## src/rtl/note_lane_engine.sv

```systemverilog
// note_lane_engine: falling-note engine for the VGA rhythm game.
// Holds SLOTS notes per lane and spawns them from an external pattern memory.
// It moves notes down the screen, judges button presses against the hit
// window, and produces one registered pixel-on bit per lane.
// Optional feature macro: NOTE_LANE_MISS_PRESS_EN. When it is defined, a press
// with no note in the window counts as a miss and clears the combo.
module note_lane_engine #(
  parameter int LANES       = 3,
  parameter int SLOTS       = 3,
  parameter int SCREEN_H    = 480,
  parameter int LANE_W      = 200,
  parameter int LANE_GAP    = 20,
  parameter int NOTE_HALF   = 20,
  parameter int HIT_Y       = 440,
  parameter int HIT_WIN     = 16,
  parameter int PATTERN_LEN = 8,
  localparam int AW         = (PATTERN_LEN > 1) ? $clog2(PATTERN_LEN) : 1
) (
  input  logic             clk,
  input  logic             reset,
  input  logic             move_tick,
  input  logic             note_tick,
  input  logic             pause,
  input  logic [LANES-1:0] btn,
  output logic [AW-1:0]    pattern_addr,
  input  logic [LANES-1:0] pattern_data,
  input  logic [9:0]       CounterX,
  input  logic [9:0]       CounterY,
  output logic [LANES-1:0] pixel_on,
  output logic [7:0]       score,
  output logic [7:0]       miss,
  output logic [7:0]       combo,
  output logic             overflow
);

  localparam int          WIN_LO_I  = (HIT_Y > HIT_WIN) ? (HIT_Y - HIT_WIN) : 0;
  localparam logic [10:0] WIN_LO    = 11'(WIN_LO_I);
  localparam logic [10:0] WIN_HI    = 11'(HIT_Y + HIT_WIN);
  localparam logic [9:0]  RETIRE_Y  = 10'(SCREEN_H);
  localparam logic [10:0] HALF      = 11'(NOTE_HALF);
  localparam logic [AW-1:0] ADDR_LAST = AW'(PATTERN_LEN - 1);
  localparam int          LANE_PITCH = LANE_W + LANE_GAP;

  logic             slot_act [LANES][SLOTS];
  logic [9:0]       slot_y   [LANES][SLOTS];
  logic             act_n    [LANES][SLOTS];
  logic [9:0]       y_n      [LANES][SLOTS];

  logic [LANES-1:0] btn_prev;
  logic [LANES-1:0] press;
  logic [LANES-1:0] pix_n;
  logic             run;
  logic             do_move;
  logic             do_spawn;
  logic             drop;
  logic             found;
  logic [7:0]       hit_cnt;
  logic [7:0]       miss_cnt;
  int               cx;

  // Saturating 8-bit add so counters stick at 255 rather than wrapping.
  function automatic logic [7:0] sat_add(input logic [7:0] a, input logic [7:0] b);
    logic [8:0] sum;
    sum = {1'b0, a} + {1'b0, b};
    return sum[8] ? 8'hFF : sum[7:0];
  endfunction

  // True when a note centre sits inside the inclusive hit window.
  function automatic logic in_window(input logic [9:0] y);
    return ({1'b0, y} >= WIN_LO) && ({1'b0, y} <= WIN_HI);
  endfunction

  assign run      = ~pause;
  assign do_move  = move_tick & run;
  assign do_spawn = note_tick & run;
  assign press    = btn & ~btn_prev & {LANES{run}};
  assign cx       = int'(CounterX);

  // Next slot state: hits, then moves/retires, then spawns, all judged on pre-cycle state.
  always_comb begin
    act_n    = slot_act;
    y_n      = slot_y;
    hit_cnt  = 8'd0;
    miss_cnt = 8'd0;
    drop     = 1'b0;
    found    = 1'b0;
    for (int l = 0; l < LANES; l++) begin
      found = 1'b0;
      for (int s = 0; s < SLOTS; s++) begin
        if (press[l] && !found && slot_act[l][s] && in_window(slot_y[l][s])) begin
          act_n[l][s] = 1'b0;
          found       = 1'b1;
          hit_cnt     = hit_cnt + 8'd1;
        end
      end
`ifdef NOTE_LANE_MISS_PRESS_EN
      if (press[l] && !found) begin
        miss_cnt = miss_cnt + 8'd1;
      end
`else
`endif
      for (int s = 0; s < SLOTS; s++) begin
        if (do_move && slot_act[l][s] && act_n[l][s]) begin
          if (slot_y[l][s] == RETIRE_Y) begin
            act_n[l][s] = 1'b0;
            miss_cnt    = miss_cnt + 8'd1;
          end else begin
            y_n[l][s] = slot_y[l][s] + 10'd1;
          end
        end
      end
      found = 1'b0;
      for (int s = 0; s < SLOTS; s++) begin
        if (do_spawn && pattern_data[l] && !found && !slot_act[l][s]) begin
          act_n[l][s] = 1'b1;
          y_n[l][s]   = 10'd0;
          found       = 1'b1;
        end
      end
      if (do_spawn && pattern_data[l] && !found) begin
        drop = 1'b1;
      end
    end
  end

  // Per-lane pixel coverage from the current beam position and active slots.
  always_comb begin
    pix_n = '0;
    for (int l = 0; l < LANES; l++) begin
      for (int s = 0; s < SLOTS; s++) begin
        if (slot_act[l][s] &&
            (cx >= l * LANE_PITCH) && (cx < l * LANE_PITCH + LANE_W) &&
            ({1'b0, CounterY} + HALF >= {1'b0, slot_y[l][s]}) &&
            ({1'b0, CounterY} <= {1'b0, slot_y[l][s]} + HALF)) begin
          pix_n[l] = 1'b1;
        end
      end
    end
  end

  // Register slot state, pattern address, counters, edge history and pixel bits.
  always_ff @(posedge clk) begin
    if (reset) begin
      for (int l = 0; l < LANES; l++) begin
        for (int s = 0; s < SLOTS; s++) begin
          slot_act[l][s] <= 1'b0;
          slot_y[l][s]   <= 10'd0;
        end
      end
      btn_prev     <= '0;
      pixel_on     <= '0;
      pattern_addr <= '0;
      score        <= 8'd0;
      miss         <= 8'd0;
      combo        <= 8'd0;
      overflow     <= 1'b0;
    end else begin
      slot_act <= act_n;
      slot_y   <= y_n;
      btn_prev <= btn;
      pixel_on <= pix_n;
      if (do_spawn) begin
        pattern_addr <= (pattern_addr == ADDR_LAST) ? '0 : pattern_addr + AW'(1);
      end
      if (drop) begin
        overflow <= 1'b1;
      end
      score <= sat_add(score, hit_cnt);
      miss  <= sat_add(miss, miss_cnt);
      combo <= (miss_cnt != 8'd0) ? 8'd0 : sat_add(combo, hit_cnt);
    end
  end

endmodule

```

## config.mk

```make
export PLATFORM = sky130hd
export DESIGN_NAME = note_lane_engine
export DESIGN_NICKNAME = d
export VERILOG_FILES = /design/src/rtl/note_lane_engine.sv
export SDC_FILE = /design/constraint.sdc
export NUM_CORES = 1
export LEC_CHECK = 0
export BUFFER_PORTS_ARGS = -buffer_cell sky130_fd_sc_hd__buf_2
export CAP_MARGIN = 0
export CELL_PAD_IN_SITES_DETAIL_PLACEMENT = 1
export CELL_PAD_IN_SITES_GLOBAL_PLACEMENT = 1
export CORE_MARGIN = 2
export CORE_UTILIZATION = 23
export CTS_BUF_LIST = sky130_fd_sc_hd__clkbuf_2
export DETAILED_ROUTE_END_ITERATION = 16
export MAX_ROUTING_LAYER = met4
export PLACE_DENSITY_LB_ADDON = 0.1
export SYNTH_ARGS = -nofsm -noshare
export SYNTH_HDL_FRONTEND = slang
export SYNTH_SLANG_ARGS = --single-unit
```

## constraint.sdc

```tcl
create_clock -name clk -period 26.7 [get_ports clk]
set_input_delay 5.34 -clock clk [delete_from_list [all_inputs] [get_ports clk]]
set_output_delay 5.34 -clock clk [all_outputs]
set_load 0.03 [all_outputs]
```

# Word level (Yosys, flattened, before mapping)
# Index checks and enable logic that the tools add are counted.
word_totals:
  reg_bits: 133
  inputBits: 31
  out_inout_bits: 31
  word_cells: 377
op_classes:
  n_addsub: 39
  n_lt_le_gt_ge: 42
  eq_ne: 10
  mux: 94
  bitwise: 15
  n_reduce_logical: 152
ops:
  columns: ["cell", "n"]
  rows:
  - ["2-to-1 mux 8 bit", 27]
  - ["adder 8 x 1 -> 8 bit (second input constant)", 16]
  - ["adder 10 x 5 -> 11 bit (second input constant)", 10]
  - ["logical AND 1 bit", 108]
  - ["greater-or-equal comparator 10 x 9 -> 1 bit (second input constant)", 10]
  - ["greater-or-equal comparator 11 x 10 -> 1 bit", 9]
  - ["less-or-equal comparator 10 x 11 -> 1 bit", 9]
  - ["adder 10 x 1 -> 10 bit (second input constant)", 9]
  - ["equality test 10 x 9 -> 1 bit (second input constant)", 9]
  - ["less-or-equal comparator 10 x 9 -> 1 bit (second input constant)", 9]
  - ["2-to-1 mux 1 bit", 66]
  - ["adder 8 x 8 -> 9 bit", 3]
  - ["zero test 1 bit", 24]
  - ["OR reduction 2 bit", 10]
  - ["AND reduction 2 bit", 9]
  - ["greater-or-equal comparator 10 x 1 -> 1 bit (second input constant)", 1]
  - ["greater-or-equal comparator 10 x 8 -> 1 bit (second input constant)", 1]
  - ["< comparator 10 bit (second input constant)", 1]
  - ["< comparator 10 x 8 -> 1 bit (second input constant)", 1]
  - ["< comparator 10 x 9 -> 1 bit (second input constant)", 1]
  - ["inverter 1 bit", 10]
  - ["nonzero test 8 bit", 1]
  - ["bitwise AND 3 bit", 2]
  - ["adder 3 x 1 -> 3 bit (second input constant)", 1]
  - ["4 further kinds", 5]

# Longest topological paths before layout
logic_depth:
  ltp_word: 38
  ltp_mapped: 40
  ltp_nobuf: 40

# Least setup slack after synthesis
# No wires, ideal clock.
synth_path:
  path_kind: "input-to-reg"
  startpoint: "input pause"
  endpoint: "register miss[0]"
  setup_ns: 0.135
  arrival_ns: 12.811
  required_ns: 26.565
  slack_ns: 13.755
  cell_stages: 37
  n_path_buf: 0
  cell_sequence: "or3b_4 -> or4b_1 -> or4_4 -> clkinv_4 -> o2111ai_4 -> nand2_1 -> ha_1 -> nand2_1 -> o21ai_1 -> ha_1 -> nor2_1 -> nor2_1 -> ha_1 -> nand2_1 -> a21boi_0 -> inv_1 -> ha_1 -> and2_1 -> o21bai_1 -> ha_1 -> inv_1 -> or3_1 -> xor3_1 -> nor2_1 -> nand3_2 -> xnor2_1 -> xnor2_2 -> xor2_2 -> ha_1 -> inv_1 -> nor2_1 -> nor2_1 -> o21bai_1 -> a21oi_1 -> o21bai_1 -> a21oi_1 -> a21oi_1"
synth_between:
  elab_chain_cells: 37
  word_cells_on_any_way: 93
  cone_classes: "add/sub: 9; mux: 33; bitwise: 3; reduce/logical: 48"
synth_lines:
  columns: ["item", "line", "source"]
  rows:
  - ["start: declaration", "23", "input logic pause,"]
  - ["inverter 1 bit (*)", "73", "assign run = ~pause;"]
  - ["parallel branches: the longest is 33 deep, another holds adder 8 x 1 -> 8 bit", null, null]
  - ["2-to-1 mux 8 bit (*)", "103", "if (do_move && slot_act[l][s] && act_n[l][s]) begin"]
  - ["adder 8 x 8 -> 9 bit (*)", "64", "sum = {1'b0, a} + {1'b0, b};"]
  - ["2-to-1 mux 8 bit (*)", "65", "return sum[8] ? 8'hFF : sum[7:0];"]
  - ["end signal: assignment", "169", "miss <= sat_add(miss, miss_cnt);"]
  - ["end: declaration", "31", "output logic [7:0] miss,"]
# Mark *: on every way between the ends.
# A chain may end at the register's enable or synchronous reset.

# Worst setup path in the final report
layout_path:
  startpoint: "input pause"
  endpoint: "register miss[2]"
# The elaborated chain is that of the path after synthesis.

==> flow_summary_export.csv <==
group,metric,value,unit
layout,area_delta_synth_final,11.2,%
sta,hold_slack,0.527,ns
layout,num-fill-cells,7049,
detailed_routing,wl,47800,µm
synth,yosysTopAreaCell,"ha_1",
grt,antenna_found_initial,1,
worst_setup_path,cpPeakStageDelay,0.73,ns
synth,ys_types,80,
hold_path,hold_path_class,"reg -> reg",
floorplan,start_util,23.2,%
clock_tree,clk_latency,1.03,ns
floorplan,die_y,247,µm
grt,grt_pass1_vias,12400,
worst_setup_path,r2r_setup_slack,17.03,ns
clock_tree,path_clk_slew,0.26,ns
synth,seq_area_frac_synth,19.6,%
sta,rsz0062_at_grt,"false",
sta,finalClockSkew,0.0678,ns
layout,nets,2019,
floorplan,rows,89,
sta,tns,0,ns
detailed_routing,first_iter_violations,455,
clock_tree,h-tree-depth,4,
synth,yosysTopAreaCellShare,23.1,%
worst_setup_path,worst_path_max_delay_cell,"a21boi_0",
floorplan,core,0.0587,mm²
clock_tree,cts_setup_buffers,0,
grt,groute.usage.overall,16.8,%
power,pwr-share-comb,29.8,%
clock_tree,cts_made_buffers,17,
floorplan,ios,62,
clock_tree,cts_tree,"yes",
sta,fin_crit_sh,51.2,%
power,pwr-share-clk,29.5,%
synth,synth_top_flop_cell,"dfxtp_1",
power,power.switching,0.209,mW
sta,fmax,73.2,MHz
worst_setup_path,required,27.58,ns
layout,most-common-layout-cells,"251 x ha_1, 184 x nor2_1, 151 x xnor2_1, 137 x inv_1, 133 x dfxtp_1",
sta,final_max_slew_viol_count,0,
worst_setup_path,critPathArrivalTime,14.55,ns
placed_design,io_buffers,59,
status,status,"completed",
placed_design,routabilityCongestion,0.796,
power,switching_share,38.5,%
layout,multi_input_area,0.0103,mm²
clock_tree,cts_resized,0,
layout,drive_above_1_share,8.82,%
worst_setup_path,cpMostUsedCell,"ha_1",
sta,setup-violations-final,0,
grt,grt_max_degree,29,
power,power_leakage,6.02,nW
floorplan,die_w,247,µm
grt,grt_overflow,0,
job,cap_violations,0,
sta,period_needed,13.67,ns
worst_setup_path,critical_path_class,"in -> reg",
clock_tree,cts.sinks,133,
clock_tree,clk_path_buf_depth,2,
worst_setup_path,cp-start-kind,"input port",
clock_tree,cts-root-buf,"clkbuf_2",
detailed_routing,wire_per_inst,19.0,µm
synth,synth_edf_count,0,
power,power_frac_seq,40.7,%
sta,relSlewSlack,33.2,%
synth,ys.warnings.count,0,
synth,yosys-top-cells-area,"ha_1 23%, dfxtp_1 20%, xnor2_1 9.8%",
detailed_routing,vias,11900,
synth,ys_seq_elements,133,
clock_tree,ctsHoldBuffers,0,
grt,grt_pass1_wl,75400,µm
synth,syn_avg_cell_area,8.10,µm²
power,power.internal,0.334,mW
layout,final_common_cell,"ha_1",
detailed_routing,drt_pre_antenna_iters,6,
power,peakVddDrop,29.2,µV
floorplan,dieArea,0.0611,mm²
detailed_routing,drc_errors,0,
power,p_per_area,35.8,mW/mm²
detailed_routing,ant_nets,0,
worst_setup_path,end_kind,"flop",
synth,async_reset_ff_share,0,%
synth,syn_area,0.0136,mm²
worst_setup_path,worstPathMaxFanout,9,
placed_design,post-dp-hpwl,37100,µm
layout,ff_latch_area,0.00266,mm²
detailed_routing,vias_per_cell,4.71,
sta,tightest_slew,0.994,ns
synth,synthCells,1679,
sta,hold_violations,0,
-- power groups by stage --
stage                     sequential, mW  combinational (mW)  clock, mW
after floorplan                    0.247              0.0879          0
after detailed placement           0.225               0.164          0
after global routing               0.223               0.184      0.177
after global placement             0.225               0.160          0
after CTS                          0.221               0.164      0.170
final                              0.220               0.162      0.160
-- cells in the mapped netlist (16+ instances only) --
master and instances:
ha_1 251, nor2_1 184, xnor2_1 152, inv_1 137, dfxtp_1 133, a21oi_1 90
nand2_1 86, o21ai_0 63, nand3_1 51, a21o_1 50, nand4_1 43, nor3_1 42
o21a_1 42, clkbuf_1 35, nand2b_1 21, nor2b_1 21, xor2_1 21, and3_1 20
mux2i_1 16, or3_1 16
-- routing by layer --
| metal | GRT usage [%] | up-vias | wire length [µm] |
|---|---|---|---|
| li1 | - | 6010 | - |
| met5 | - | - | 0 |
| met3 | 2.53 | 19 | 1370 |
| met2 | 26.6 | 102 | 21500 |
| met1 | 22.6 | 5735 | 24400 |
| met4 | 3.53 | 0 | 503 |
-- critical path: cells and delay by family --
kind	cells	cell delay, ns
AND/OR/NAND/NOR	13	2.93
adder cells (fa/ha/maj)	6	1.71
AO/OA/AOI/OAI	9	2.43
buffers and inverters	6	0.69
XOR/XNOR	4	1.44
-- final timing paths --
kind              start        to  depth (start not counted)
max               pause   miss[2]                         38
min            overflow  overflow                          2
max reg2reg  slot_y[72]   miss[2]                         38
min reg2reg    overflow  overflow                          2
-- cells by family (layout without fill, tap and decap cells) --
kind of cell | after synthesis | after routing | synth area share [%]
xor gates and xnor gates | 179 | 179 | 12.1
other | 1 | 11 | 0.0276
adders and majority gates | 255 | 255 | 23.6
AOI/OAI and AO/OA | 341 | 341 | 16.6
buffers and inverters | 186 | 245 | 5.25
muxes | 23 | 23 | 1.76
DFF | 133 | 133 | 19.6
and+or+nand+nor | 561 | 561 | 21.1
-- sequential cells by signal (all words and copies together), names as in the netlist --
signal / count
btn_prev: 3
score: 8
pixel_on: 3
pattern_addr: 3
combo: 8
overflow: 1
slot_y: 90
slot_act: 9
miss: 8
-- per-stage QoR --
stage / setup slack, ns / utilization [%] / total power, mW / instance area (µm²) / std cells
floorplan: 13.75 / - / 0.335 / 13600 / 1688
global placement: 12.02 / 25.3 / 0.385 / 14800 / 2488
detailed placement: 11.78 / 25.3 / 0.389 / 14800 / 2488
CTS: 13.03 / 25.8 / 0.556 / 15100 / 2520
global route: 12.49 / 25.8 / 0.584 / 15100 / 2521
finish: 13.03 / 25.8 / 0.542 / 15100 / 2521
-- cell type report --
| cell class | count | share of cell area [%] |
|---|---|---|
| Multi-Input combinational cell | 1369 | 67.9 |
| Sequential cell | 133 | 17.6 |
| Tap cell | 773 | 6.40 |
| Inverter | 138 | 3.46 |
| Timing Repair Buffer | 75 | 2.75 |
| Clock inverter | 13 | 1.21 |
| Clock buffer | 19 | 0.629 |
| Antenna cell | 1 | 0.0165 |
Note: power is estimated with default switching activity, not from simulation.
